[config.mk]
export PLATFORM = sky130hd
export DESIGN_NAME = ahb_slave_posted_bridge
export DESIGN_NICKNAME = d
export VERILOG_FILES = /design/src/rtl/ahb_bridge_pkg.sv /design/src/rtl/ahb_wr_fifo.sv /design/src/rtl/ahb_slave_posted_bridge.sv
export SDC_FILE = /design/constraint.sdc
export NUM_CORES = 1
export LEC_CHECK = 0
export ABC_AREA = 1
export CORE_MARGIN = 5
export CORE_UTILIZATION = 50
export DETAILED_ROUTE_END_ITERATION = 7
export PLACE_DENSITY_LB_ADDON = 0.3
export REMOVE_ABC_BUFFERS = 1
export SYNTH_ARGS = -nofsm -noshare
export SYNTH_HDL_FRONTEND = slang
export SYNTH_SLANG_ARGS = --single-unit
[constraint.sdc]
create_clock -name i_clk_ahb -period 25.1 [get_ports i_clk_ahb]
set_input_delay 6.275 -clock i_clk_ahb [delete_from_list [all_inputs] [get_ports i_clk_ahb]]
set_output_delay 6.275 -clock i_clk_ahb [all_outputs]
set_load 0.05 [all_outputs]
[src/rtl/ahb_bridge_pkg.sv]
// Shared types and helpers for the AHB-lite slave posted-write bridge.
// Contents: AHB transfer type / size enums, bridge FSM states, HRESP
// encodings and the byte-strobe helper used at address-phase accept.
package ahb_bridge_pkg;

    typedef enum logic [1:0] {
        HTRANS_IDLE   = 2'd0,
        HTRANS_BUSY   = 2'd1,
        HTRANS_NONSEQ = 2'd2,
        HTRANS_SEQ    = 2'd3
    } htrans_t;

    typedef enum logic [2:0] {
        HSIZE_BYTE  = 3'd0,
        HSIZE_HALF  = 3'd1,
        HSIZE_WORD  = 3'd2,
        HSIZE_DWORD = 3'd3,
        HSIZE_4W    = 3'd4,
        HSIZE_8W    = 3'd5,
        HSIZE_16W   = 3'd6,
        HSIZE_32W   = 3'd7
    } hsize_t;

    typedef enum logic [2:0] {
        ST_IDLE     = 3'd0,
        ST_WR_DATA  = 3'd1,
        ST_RD_DRAIN = 3'd2,
        ST_RD_REQ   = 3'd3,
        ST_RD_WAIT  = 3'd4,
        ST_ERR1     = 3'd5,
        ST_ERR2     = 3'd6
    } bridge_state_t;

    localparam logic HRESP_OKAY  = 1'b0;
    localparam logic HRESP_ERROR = 1'b1;

    // 2**size ones shifted up to the byte lane given by lsb. Callers
    // truncate to their strobe width; oversize values are rejected earlier.
    function automatic logic [7:0] size2strb(input hsize_t size, input logic [2:0] lsb);
        logic [15:0] ones;
        ones = (16'd1 << (8'd1 << size)) - 16'd1;
        return 8'(ones << lsb);
    endfunction

endpackage

[src/rtl/ahb_wr_fifo.sv]
// Registered synchronous FIFO holding posted-write entries.
// Ports: i_clk_ahb/i_rst_ahb clock and async active-high reset; push/wdata
// write side; pop/rdata read side (rdata shows the head entry); full,
// empty and count status. A push while full is taken when a pop happens
// in the same cycle.
module ahb_wr_fifo #(
    parameter int WIDTH = 8,
    parameter int DEPTH = 4
) (
    input  logic                     i_clk_ahb,
    input  logic                     i_rst_ahb,
    input  logic                     push,
    input  logic [WIDTH-1:0]         wdata,
    input  logic                     pop,
    output logic [WIDTH-1:0]         rdata,
    output logic                     full,
    output logic                     empty,
    output logic [$clog2(DEPTH):0]   count
);

    localparam int PW = $clog2(DEPTH);

    logic [DEPTH-1:0][WIDTH-1:0] mem;
    logic [PW-1:0]               wr_ptr;
    logic [PW-1:0]               rd_ptr;
    logic                        do_push;
    logic                        do_pop;

    assign full    = (count == (PW+1)'(DEPTH));
    assign empty   = (count == '0);
    assign do_pop  = pop & ~empty;
    assign do_push = push & (~full | do_pop);
    assign rdata   = mem[rd_ptr];

    // Pointers wrap naturally because DEPTH is a power of two.
    always_ff @(posedge i_clk_ahb or posedge i_rst_ahb) begin
        if (i_rst_ahb) begin
            mem    <= '0;
            wr_ptr <= '0;
            rd_ptr <= '0;
            count  <= '0;
        end else begin
            if (do_push) begin
                mem[wr_ptr] <= wdata;
                wr_ptr      <= wr_ptr + PW'(1);
            end
            if (do_pop)
                rd_ptr <= rd_ptr + PW'(1);
            count <= count + (PW+1)'(do_push) - (PW+1)'(do_pop);
        end
    end

endmodule

[src/rtl/ahb_slave_posted_bridge.sv]
// AHB-lite slave to native valid/ready bridge with a posted-write FIFO.
// Ports:
//   i_clk_ahb, i_rst_ahb            clock, async active-high reset
//   i_hselx/i_hready/i_htrans/i_hwrite/i_hsize/i_haddr/i_hwdata  AHB in
//   o_hreadyout/o_hresp/o_hrdata    AHB response
//   o_valid/i_ready/o_rd0_wr1/o_addr/o_wr_data/o_wr_strb  native request
//   i_rd_valid/i_rd_err/i_rd_data   native read response
//   o_wr_err_irq/i_irq_clr          sticky posted-write error flag
// Writes complete on the AHB side as soon as they are queued; reads wait
// for the queue to drain so they never overtake earlier writes.
module ahb_slave_posted_bridge
    import ahb_bridge_pkg::*;
#(
    parameter int          DATA_WIDTH  = 32,
    parameter int          ADDR_WIDTH  = 32,
    parameter int          WR_DEPTH    = 4,
    parameter int unsigned ADDR_LIMIT  = 'h1000,
    parameter int          TIMEOUT_CYC = 64
) (
    input  logic                      i_clk_ahb,
    input  logic                      i_rst_ahb,
    input  logic                      i_hselx,
    input  logic                      i_hready,
    input  logic                      i_hwrite,
    input  logic [1:0]                i_htrans,
    input  logic [2:0]                i_hsize,
    input  logic [ADDR_WIDTH-1:0]     i_haddr,
    input  logic [DATA_WIDTH-1:0]     i_hwdata,
    output logic                      o_hreadyout,
    output logic                      o_hresp,
    output logic [DATA_WIDTH-1:0]     o_hrdata,
    output logic                      o_valid,
    input  logic                      i_ready,
    output logic                      o_rd0_wr1,
    output logic [ADDR_WIDTH-1:0]     o_addr,
    output logic [DATA_WIDTH-1:0]     o_wr_data,
    output logic [DATA_WIDTH/8-1:0]   o_wr_strb,
    input  logic                      i_rd_valid,
    input  logic                      i_rd_err,
    input  logic [DATA_WIDTH-1:0]     i_rd_data,
    output logic                      o_wr_err_irq,
    input  logic                      i_irq_clr
);

    localparam int STRB_W = DATA_WIDTH / 8;
    localparam int SZ_MAX = $clog2(STRB_W);
    localparam int CNT_W  = $clog2(WR_DEPTH) + 1;
    localparam int TMR_W  = $clog2(TIMEOUT_CYC + 1);
    localparam logic [ADDR_WIDTH-1:0] ADDR_LIM = ADDR_WIDTH'(ADDR_LIMIT);

    typedef struct packed {
        logic [ADDR_WIDTH-1:0] addr;
        logic [DATA_WIDTH-1:0] data;
        logic [STRB_W-1:0]     strb;
    } wr_entry_t;

    localparam int ENTRY_W = $bits(wr_entry_t);

    bridge_state_t         state;
    logic [ADDR_WIDTH-1:0] addr_q;
    logic [STRB_W-1:0]     strb_q;
    logic [TMR_W-1:0]      timer;

    logic                  accept;
    logic                  take_next;
    logic                  acc_err;
    logic [STRB_W-1:0]     acc_strb;
    bridge_state_t         acc_state;
    logic                  acc_hready;
    logic                  acc_hresp;

    logic                  fifo_push;
    logic                  fifo_pop;
    logic                  fifo_full;
    logic                  fifo_empty;
    logic [CNT_W-1:0]      fifo_count;
    logic [CNT_W-1:0]      count_next;
    wr_entry_t             fifo_in;
    wr_entry_t             fifo_head;

    assign accept = i_hselx & i_hready &
                    ((i_htrans == HTRANS_NONSEQ) | (i_htrans == HTRANS_SEQ));

    // States in which the current data phase is finishing this cycle, so
    // the next address phase decides where the FSM goes.
    assign take_next = (state == ST_IDLE) | (state == ST_ERR2) |
                       ((state == ST_WR_DATA) & o_hreadyout);

    assign fifo_push  = (state == ST_WR_DATA) & o_hreadyout;
    assign fifo_pop   = ~fifo_empty & i_ready;
    assign count_next = fifo_count + CNT_W'(fifo_push) - CNT_W'(fifo_pop);
    assign fifo_in    = '{addr: addr_q, data: i_hwdata, strb: strb_q};

    ahb_wr_fifo #(
        .WIDTH (ENTRY_W),
        .DEPTH (WR_DEPTH)
    ) u_wr_fifo (
        .i_clk_ahb (i_clk_ahb),
        .i_rst_ahb (i_rst_ahb),
        .push      (fifo_push),
        .wdata     (fifo_in),
        .pop       (fifo_pop),
        .rdata     (fifo_head),
        .full      (fifo_full),
        .empty     (fifo_empty),
        .count     (fifo_count)
    );

    // Decode of a newly accepted address phase.
    always_comb begin
        acc_err = (i_haddr >= ADDR_LIM) ||
                  (i_hsize > 3'(SZ_MAX)) ||
                  ((i_haddr[2:0] & 3'((8'd1 << i_hsize) - 8'd1)) != 3'd0);
        acc_strb   = STRB_W'(size2strb(hsize_t'(i_hsize), 3'(i_haddr[SZ_MAX-1:0])));
        acc_state  = ST_IDLE;
        acc_hready = 1'b1;
        acc_hresp  = HRESP_OKAY;
        if (accept) begin
            if (acc_err) begin
                acc_state  = ST_ERR1;
                acc_hready = 1'b0;
                acc_hresp  = HRESP_ERROR;
            end else if (i_hwrite) begin
                // Zero-wait data phase only if a slot is free after this edge.
                acc_state  = ST_WR_DATA;
                acc_hready = (count_next < CNT_W'(WR_DEPTH));
            end else if (count_next == '0) begin
                // Nothing left to drain: issue the read straight away.
                acc_state  = ST_RD_REQ;
                acc_hready = 1'b0;
            end else begin
                acc_state  = ST_RD_DRAIN;
                acc_hready = 1'b0;
            end
        end
    end

    always_ff @(posedge i_clk_ahb or posedge i_rst_ahb) begin
        if (i_rst_ahb) begin
            state       <= ST_IDLE;
            o_hreadyout <= 1'b1;
            o_hresp     <= HRESP_OKAY;
            o_hrdata    <= '0;
            addr_q      <= '0;
            strb_q      <= '0;
            timer       <= '0;
        end else if (take_next) begin
            state       <= acc_state;
            o_hreadyout <= acc_hready;
            o_hresp     <= acc_hresp;
            if (accept) begin
                addr_q <= i_haddr;
                strb_q <= acc_strb;
            end
        end else begin
            case (state)
                ST_WR_DATA: begin
                    // Stalled on a full FIFO: release once a pop frees a slot.
                    if (!fifo_full || fifo_pop)
                        o_hreadyout <= 1'b1;
                end
                ST_RD_DRAIN: begin
                    if (count_next == '0)
                        state <= ST_RD_REQ;
                end
                ST_RD_REQ: begin
                    if (i_ready) begin
                        state <= ST_RD_WAIT;
                        timer <= '0;
                    end
                end
                ST_RD_WAIT: begin
                    if (i_rd_valid) begin
                        if (i_rd_err) begin
                            state       <= ST_ERR1;
                            o_hresp     <= HRESP_ERROR;
                        end else begin
                            state       <= ST_IDLE;
                            o_hreadyout <= 1'b1;
                            o_hrdata    <= i_rd_data;
                        end
                    end else if (timer == TMR_W'(TIMEOUT_CYC - 1)) begin
                        state   <= ST_ERR1;
                        o_hresp <= HRESP_ERROR;
                    end else begin
                        timer <= timer + TMR_W'(1);
                    end
                end
                ST_ERR1: begin
                    state       <= ST_ERR2;
                    o_hreadyout <= 1'b1;
                    o_hresp     <= HRESP_ERROR;
                end
                default: begin
                    state       <= ST_IDLE;
                    o_hreadyout <= 1'b1;
                    o_hresp     <= HRESP_OKAY;
                end
            endcase
        end
    end

    // Native port: the FIFO head owns it except while a read is requested;
    // reads are only requested once the FIFO is empty.
    always_comb begin
        o_valid   = ~fifo_empty;
        o_rd0_wr1 = ~fifo_empty;
        o_addr    = fifo_head.addr;
        o_wr_data = fifo_head.data;
        o_wr_strb = fifo_head.strb;
        if (state == ST_RD_REQ) begin
            o_valid   = 1'b1;
            o_rd0_wr1 = 1'b0;
            o_addr    = addr_q;
            o_wr_data = '0;
            o_wr_strb = '0;
        end
    end

    // Sticky write-reject flag; a new error beats a same-cycle clear.
    always_ff @(posedge i_clk_ahb or posedge i_rst_ahb) begin
        if (i_rst_ahb)
            o_wr_err_irq <= 1'b0;
        else if (fifo_pop && i_rd_err)
            o_wr_err_irq <= 1'b1;
        else if (i_irq_clr)
            o_wr_err_irq <= 1'b0;
    end

endmodule
### Yosys cells after proc, flatten, opt, wreduce, memory -nomap -nowiden

Cells that the tools add are included.

| operators by class | value |
|---|---|
| add/sub/neg operators | 9 |
| magnitude comparators | 6 |
| equality and inequality tests | 23 |
| bitwise gates (word level) | 15 |
| muxes and demuxes | 42 |
| reduce and logical (&&, ||, !) cells | 20 |
| shifts and indexed selects | 3 |

Operators with widths:

| kind | count |
|---|---|
| 272-bit bitwise mux | 1 |
| 68-bit binary-select mux with 2-bit select | 1 |
| 68-bit demux with 2-bit select | 1 |
| 68-bit 2-to-1 mux | 2 |
| 32-bit 2-to-1 mux | 2 |
| 32-bit by 13-bit >= comparator with 1-bit output (second input constant) | 1 |
| 3-bit 2-to-1 mux | 8 |
| 7-bit 2-to-1 mux | 3 |
| 1-bit 2-to-1 mux | 18 |
| 1-bit by 8-bit << shifter with 16-bit output (first input constant) | 1 |
| 16-bit by 2-bit << shifter with 4-bit output | 1 |
| 16-bit by 1-bit subtractor with 16-bit output (second input constant) | 1 |
| 3-bit one-hot mux with 5 select lines | 1 |
| 7-bit one-hot mux with 2 select lines | 1 |
| 3-bit == test (second input constant) | 4 |
| 3-bit != test (second input constant) | 4 |
| 4-bit AND reduction | 3 |
| 3-bit logical NOT | 3 |
| 2-bit != test (second input constant) | 4 |
| 4-bit != test (second input constant) | 2 |
| 1-bit by 3-bit << shifter with 8-bit output (first input constant) | 1 |
| 7-bit by 1-bit adder with 7-bit output (second input constant) | 1 |
| 7-bit by 6-bit == test with 1-bit output (second input constant) | 1 |
| 3-bit by 1-bit adder with 3-bit output | 2 |
| 29 further kinds | 51 |

| storage, ports and cells | value |
|---|---|
| word-level logic and storage cells | 133 |
| output and inout port bits | 105 |
| bits in registers | 360 |

### Logic depth before layout (Yosys ltp)

| logic depth | value |
|---|---|
| word-level depth | 10 |
| gate-level depth with buffers | 15 |
| mapped depth without buffers | 15 |

### Cells and area by module

A second synthesis with hierarchy kept.

| second synthesis, totals | value |
|---|---|
| cell total of the unflattened synthesis | 2291 |
| area total of the unflattened synthesis | 18034.8 um^2 |

By module, submodules not included:

| module | seq. area each (um^2) | cells an instance | instances | area an instance (um^2) |
|---|---|---|---|---|
| ahb_wr_fifo | 6981.7 | 1643 | 1 | 13588.0 |
| ahb_slave_posted_bridge | 2028.2 | 648 | 1 | 4446.8 |

### Least setup slack after synthesis

OpenSTA, ideal clock, no wires.

| timing path | value |
|---|---|
| kind | reg2out |
| from | register state[0] |
| to | output port o_addr[25] |
| data arrival time | 2.113 ns |
| path slack | 16.712 ns |
| stages on the path, launching flop included | 8 |
| path through | dfrtp_1 -> inv_1 -> nor3_2 -> inv_1 -> clkbuf_1 -> buf_1 -> nor2_1 -> a31oi_1 |

| between the ends | value |
|---|---|
| cells in the longest elaborated chain, start to end | 2 |

RTL lines:

| item | RTL line | RTL |
|---|---|---|
| from (decl) | ahb_slave_posted_bridge.sv:59 | `bridge_state_t state;` |
| from (signal assigned) | ahb_slave_posted_bridge.sv:148 | `state <= acc_state;` |
| 3-bit by 2-bit == test with 1-bit output | ahb_slave_posted_bridge.sv:211 | `if (state == ST_RD_REQ) begin` |
| 32-bit 2-to-1 mux | ahb_slave_posted_bridge.sv:211 |  |
| to (decl) | ahb_slave_posted_bridge.sv:35 | `output logic [ADDR_WIDTH-1:0] o_addr,` |

No other way between the ends.

### Final worst setup path

| timing path | value |
|---|---|
| from | register u_wr_fifo.rd_ptr[0] |
| to | output port o_addr[4] |

| between the ends | value |
|---|---|
| cells in the longest elaborated chain, start to end | 3 |

RTL lines:

| item | RTL line | RTL |
|---|---|---|
| from (decl) | ahb_wr_fifo.sv:25 | `logic [PW-1:0] rd_ptr;` |
| from (signal assigned) | ahb_wr_fifo.sv:48 | `rd_ptr <= rd_ptr + PW'(1);` |
| 68-bit binary-select mux with 2-bit select | ahb_wr_fifo.sv:33 | `assign rdata = mem[rd_ptr];` |
| 68-bit 2-to-1 mux (not written as such) | ahb_wr_fifo.sv:33 |  |
| 32-bit 2-to-1 mux | ahb_slave_posted_bridge.sv:211 |  |

No other way between the ends. The select of a mux whose other input is x is not followed.

==> results.py <==
metrics = {
    "clock_network": {
        "clk_latency_ps": 520,
        "hold_buffers": 0,
        "cts_root_buf": "clkbuf_16",
        "cts_tree": "built",
        "ctsResizeCount": 0,
        "clk_pin_slew_ps": 60,
        "htreeDepth": 2,
        "numCtsBuffers": 40,
        "postCtsSetupBuffers": 0,
        "cts.sinks": 360,
        "clockBufferDepth": 3,
    },
    "synthesis": {
        "netlist_area_um2": 16700,
        "ys_ff_latch": 360,
        "synth_top_area_share_pct": 53.8,
        "avgSynthCellArea_um2": 8.81,
        "syn_inst": 1895,
        "synth-compound-area-share_pct": 18.6,
        "synth-adder-area-share_pct": 1.06,
        "synthFlopType": "dfrtp_1",
        "synth-xor-area-share_pct": 0.262,
        "yosysSeqAreaShare_pct": 54.0,
        "ys_top_cells_by_area": "dfrtp_1, nand2_1, o21ai_0, mux2_2, a21oi_1",
        "synth_edf_count": 0,
        "synthMuxAreaShare_pct": 5.46,
        "synth_top_family_by_area": "compound AO/OA/AOI/OAI gates",
        "synth_most_common_cell": "nand2_1",
        "ys_async_sr_fraction_pct": 100,
        "synthTopCellsByCount": "nand2_1, dfrtp_1, o21ai_0",
        "post-synth-top-area-cell": "dfrtp_1",
        "yosysWarnings": 0,
        "synthSimpleGateAreaFrac_pct": 12.3,
        "synth_cell_types": 35,
    },
    "drt": {
        "wl_met2_um": 20300,
        "firstDrtPassIters": 5,
        "routed_wl_um": 42700,
        "ant_nets": 0,
        "vias": 13500,
        "top_layer": "met4",
        "vias_per_cell": 5.35,
        "m1WireLength_um": 18600,
        "drt_iter0_drc": 818,
        "dr_wl_met3_um": 3050,
        "drc": 0,
        "wire_per_inst_um": 16.9,
    },
    "timing": {
        "fmax_mhz": 99.1,
        "period_share_pct": 40.2,
        "max-slew-margin-rel_pct": 28.1,
        "slew_violations": 0,
        "final-hold-violation-count": 0,
        "fin_crit_ps": 10090,
        "skew_ps": 13.7,
        "setup_tns_ps": 0,
        "setup_ws_ps": 15010,
        "grt_setup_unrepaired": "false",
        "setup_viol": 0,
        "tightest_slew_ps": 1080,
    },
    "floorplan": {
        "die_area_um2": 37200,
        "die_h_um": 193,
        "die_w_um": 193,
        "rows": 67,
        "start_util_pct": 50.2,
        "io_pins": 215,
        "core_um2": 33300,
    },
    "grt": {
        "grt_max_degree": 158,
        "antenna_found_initial": 0,
        "grt_remaining_overflow": 0,
        "grt_pass1_vias": 13600,
        "grt_usage_pct": 22.9,
        "grt_pass1_wl_um": 68700,
    },
    "place": {
        "place_hpwl_um": 25200,
        "place_congestion": 0.830,
        "io_buffers": 213,
        "pre_cts_ws_ps": 15610,
        "placed_area_um2": 19000,
    },
    "pwr": {
        "ir_drop_v": 0.000102,
        "p_leak_nw": 9.05,
        "power.density_nw_per_um2": 159,
    },
    "outcome": {
        "outcome": "finished, final reports clean",
    },
    "layout": {
        "area_delta_synth_final_pct": 21.2,
        "final_nets": 2170,
        "design_area_um2": 20200,
        "layout-drive-gt1-share_pct": 8.68,
    },
    "critical_path": {
        "critical_path_class": "flip-flop to output port",
        "endpoint_kind": "output port",
        "ff2ff_path_depth": 7,
        "critical-path-max-stage-delay_ps": 890,
        "worst-path-stages": 5,
        "cpLargestDelayFamily": "buffers and inverters",
        "slowest_stage": "clkdlybuf4s50_1",
        "crit_path_max_fanout": 71,
        "path_cells": "inv_4, buf_4, o21ai_0, a31oi_1, clkdlybuf4s50_1",
        "crit_arrival_ps": 3810,
        "crit_path_start_kind": "flip-flop",
        "critPathBufInv": 3,
        "crit_required_ps": 18820,
    },
    "min_path": {
        "hp-class": "flip-flop to flip-flop",
        "hold_depth": 2,
    },
    "run": {
        "drv_cap": 0,
    },
}
metal layers:
metal  global-route usage, %  vias up
met4                    5.90        0
met1                    30.7     6567
met5                       0        -
met2                    38.1      388
met3                    4.70       60
li1                        -     6483
tightest hold or removal path, cell delays in order, from the launching register on:
cell and delay, ps:
dfrtp_1 340, nand2_1 50, nand2_1 50
per-stage QoR:
stage	total power [mW]	util, %	instances	hold WS [ps]
after global routing	3.43	60.8	2521	481
final	3.23	60.8	2522	469
after CTS	3.25	60.8	2521	473
after detailed placement	2.67	57.0	2453	458
after floorplan	2.12	-	1777	459
after global placement	2.63	57.0	2453	453
power by group:
group          total, mW  switching, mW  internal [mW]  leakage, nW
logic               1.66           1.10          0.553         4.04
registers           1.01          0.141          0.866         4.39
clock network      0.563          0.228          0.336        0.621
total               3.23           1.47           1.76         9.05
path summary, 6_finish.rpt:
check,startpoint,slack [ps],end
min reg2reg,o_hrdata[0],470,o_hrdata[0]
min in group asynchronous,i_rst_ahb,6350,u_wr_fifo.mem[167]
max reg2reg,state[2],21840,u_wr_fifo.mem[18]
max,u_wr_fifo.rd_ptr[0],15010,o_addr[4]
max in group asynchronous,i_rst_ahb,17200,u_wr_fifo.mem[89]
min,o_hrdata[0],470,o_hrdata[0]
layout make-up:
cell class | count | area (um2)
clock inverter | 7 | 63.8
tap | 448 | 561
clock buffer | 61 | 1190
timing repair buffer | 228 | 2260
multi-input combinational | 1201 | 6320
antenna | 1 | 2.50
sequential | 360 | 9020
fill | 2868 | 13000
inverter | 216 | 821
cell usage in the layout, fill, tap and decap left out, drive strengths merged, types with 7 or more instances in the layout:
cell           synthesis  final
a21oi                180    180
a31oi                 32     32
buf                   67     15
clkbuf                51     61
clkdlybuf4s50          0    213
dfrtp                359    359
ha                    11     11
inv                  216    216
mux2                  81     81
nand2                398    398
nand3                 14     14
nand4                  7      7
nor2                  85     85
nor3                   7      7
o21a                  49     49
o21ai                322    322
logic make-up after synthesis:
kind of cell,Yosys count
fa+ha+maj,13
mux,81
flops,360
simple gates,517
compound gates,585
xor+xnor,5
buf+inv,334
state kept, by name, indices dropped and copies added (netlist names):
name	count
u_wr_fifo.count	3
o_hreadyout	1
state	3
o_hrdata	32
addr_q	32
o_wr_err_irq	1
o_hresp	1
timer	7
u_wr_fifo.rd_ptr	2
u_wr_fifo.mem	272
strb_q	4
u_wr_fifo.wr_ptr	2
(Power assumes the default switching activity.)
==> variant: new RTL, same settings <==
Reset style: synchronous (`i_rst_ahb`), changed in 3 clocked blocks. Comments in the files are not updated.
--- a/src/rtl/ahb_wr_fifo.sv
+++ b/src/rtl/ahb_wr_fifo.sv
@@ -34,5 +34,5 @@
 
     // Pointers wrap naturally because DEPTH is a power of two.
-    always_ff @(posedge i_clk_ahb or posedge i_rst_ahb) begin
+    always_ff @(posedge i_clk_ahb) begin
         if (i_rst_ahb) begin
             mem    <= '0;
--- a/src/rtl/ahb_slave_posted_bridge.sv
+++ b/src/rtl/ahb_slave_posted_bridge.sv
@@ -136,5 +136,5 @@
     end
 
-    always_ff @(posedge i_clk_ahb or posedge i_rst_ahb) begin
+    always_ff @(posedge i_clk_ahb) begin
         if (i_rst_ahb) begin
             state       <= ST_IDLE;
@@ -219,5 +219,5 @@
 
     // Sticky write-reject flag; a new error beats a same-cycle clear.
-    always_ff @(posedge i_clk_ahb or posedge i_rst_ahb) begin
+    always_ff @(posedge i_clk_ahb) begin
         if (i_rst_ahb)
             o_wr_err_irq <= 1'b0;
Formal check against the unedited RTL: differs if i_rst_ahb is asserted again (counterexample within 4 cycles, from zero or initial values and one cycle with i_rst_ahb high); with i_rst_ahb held inactive, the same outputs for 4 cycles.
==> variant against the original RTL <==
Synthesized area fell by 6.6%; cell area fell by 6.6%; routed wire length rose by 9.0%; maximum frequency rose by 0.25%; setup slack improved by 0.026 ns; hold slack got worse by 0.017 ns; sequential cell count did not move; register-to-register slack improved by 0.02 ns; utilization rose by 0.82 points; critical path type unchanged.
Power is not compared: it rests on default switching activity, and its combinational part moved more than twofold at a synthesized area within 25%.
==> variant: results (changes against the original RTL) <==
stage	metric	value	unit	change
global_routing	grt_pass1_wl	74900	um	was 68,700 um
synthesis	synthXorXnorAreaFrac	0.0561	%	was 0.262%
routing	firstDrtPassIters	6		was 5
routing	met2WireLength	22300	um	was 20,300 um
synthesis	async_flop_share	0	%	was 100%
cells_and_area	multiInputGateArea	6990	um^2	was 6320 um^2
global_routing	use_met1	32.9	%	was 30.7%
die	coreArea	30700	um^2	was 33,300 um^2
cells_and_area	final_nets	2380		was 2,170
routing	drt_iter0_drc	1467		was 818
cells_and_area	fin_cells	2684		was 2,522
worst_setup_path	r2r-end	u_wr_fifo.mem[0]$_SDFFE_PP0P_		was u_wr_fifo.mem[18]$_DFFE_PP0P_
worst_setup_path	crit_arrival	3.79	ns	was 3.81 ns
cells_and_area	nNonClkBuffers	230		was 228
cells_and_area	num-fill-cells	2797		was 2,868
cells_and_area	seq_cells	360		unchanged
cells_and_area	sh_seq_area	38.2	%	was 44.6%
synthesis	yosysSeqAreaShare	46.2	%	was 54.0%
worst_setup_path	r2r_start	state[0]$_SDFFE_PP0P_		was state[2]$_DFFE_PP0P_
place	gp_congestion	0.827		was 0.830
synthesis	synth.top_cells.by_count	a21oi_1 (493), dfxtp_1 (360), o21ai_0 (319), nand2_1 (266), inv_1 (170)		was nand2_1 (397), dfrtp_1 (359), o21ai_0 (278), inv_1 (209), a21oi_1 (179)
clock_tree	numCtsBuffers	39		was 40
synthesis	syn_inst	2166		was 1,895
routing	routed_via_density	5.69		was 5.35
timing	whs	0.452	ns	was 0.469 ns
cells_and_area	multi_input_gates	1450		was 1,201
global_routing	use_met3	4.15	%	was 4.70%
place	place_ws	15.67	ns	was 15.61 ns
routing	wl_per_cell	17.3	um	was 16.9 um
outcome	outcome	completed		unchanged
synthesis	muxShareOfSynthArea	0	%	was 5.46%
synthesis	netlist_top_cells_area	dfxtp_1 (46%), a21oi_1 (16%), o21ai_0 (10%)		was dfrtp_1 (54%), nand2_1 (8.9%), o21ai_0 (8.3%)
cells_and_area	clock_area_share	6.76	%	was 6.20%
synthesis	synth_cell_type_count	34		was 35
cells_and_area	final_area	18900	um^2	was 20,200 um^2
routing	wl_met3	3780	um	was 3050 um
worst_setup_path	worstPathMaxFanout	86		was 71
global_routing	grt_pass1_vias	14500		was 13,600
routing	drt-met1-wl	19200	um	was 18,600 um
cells_and_area	drive_gt1_share	4.94	%	was 8.68%
[variant: worst min-delay path, stage by stage, from the launching register on]
cell,delay [ns]
dfxtp_1,0.29
inv_1,0.06
a21oi_1,0.05
[variant: worst max-delay path by stage]
stage / depth (start not counted) / slack [ns] / from / end
final: 5 / 15.04 / u_wr_fifo.rd_ptr[0]$_SDFFE_PP0P_ / o_wr_strb[3]
after global routing: 5 / 14.82 / u_wr_fifo.rd_ptr[0]$_SDFFE_PP0P_ / o_wr_strb[3]
after CTS: 5 / 15.11 / u_wr_fifo.rd_ptr[0]$_SDFFE_PP0P_ / o_wr_strb[1]
after detailed placement: 5 / 15.67 / u_wr_fifo.rd_ptr[0]$_SDFFE_PP0P_ / o_wr_strb[1]
after global placement: 5 / 15.69 / u_wr_fifo.rd_ptr[0]$_SDFFE_PP0P_ / o_wr_strb[1]
after floorplan: 4 / 13.94 / u_wr_fifo.rd_ptr[0]$_SDFFE_PP0P_ / o_addr[0]
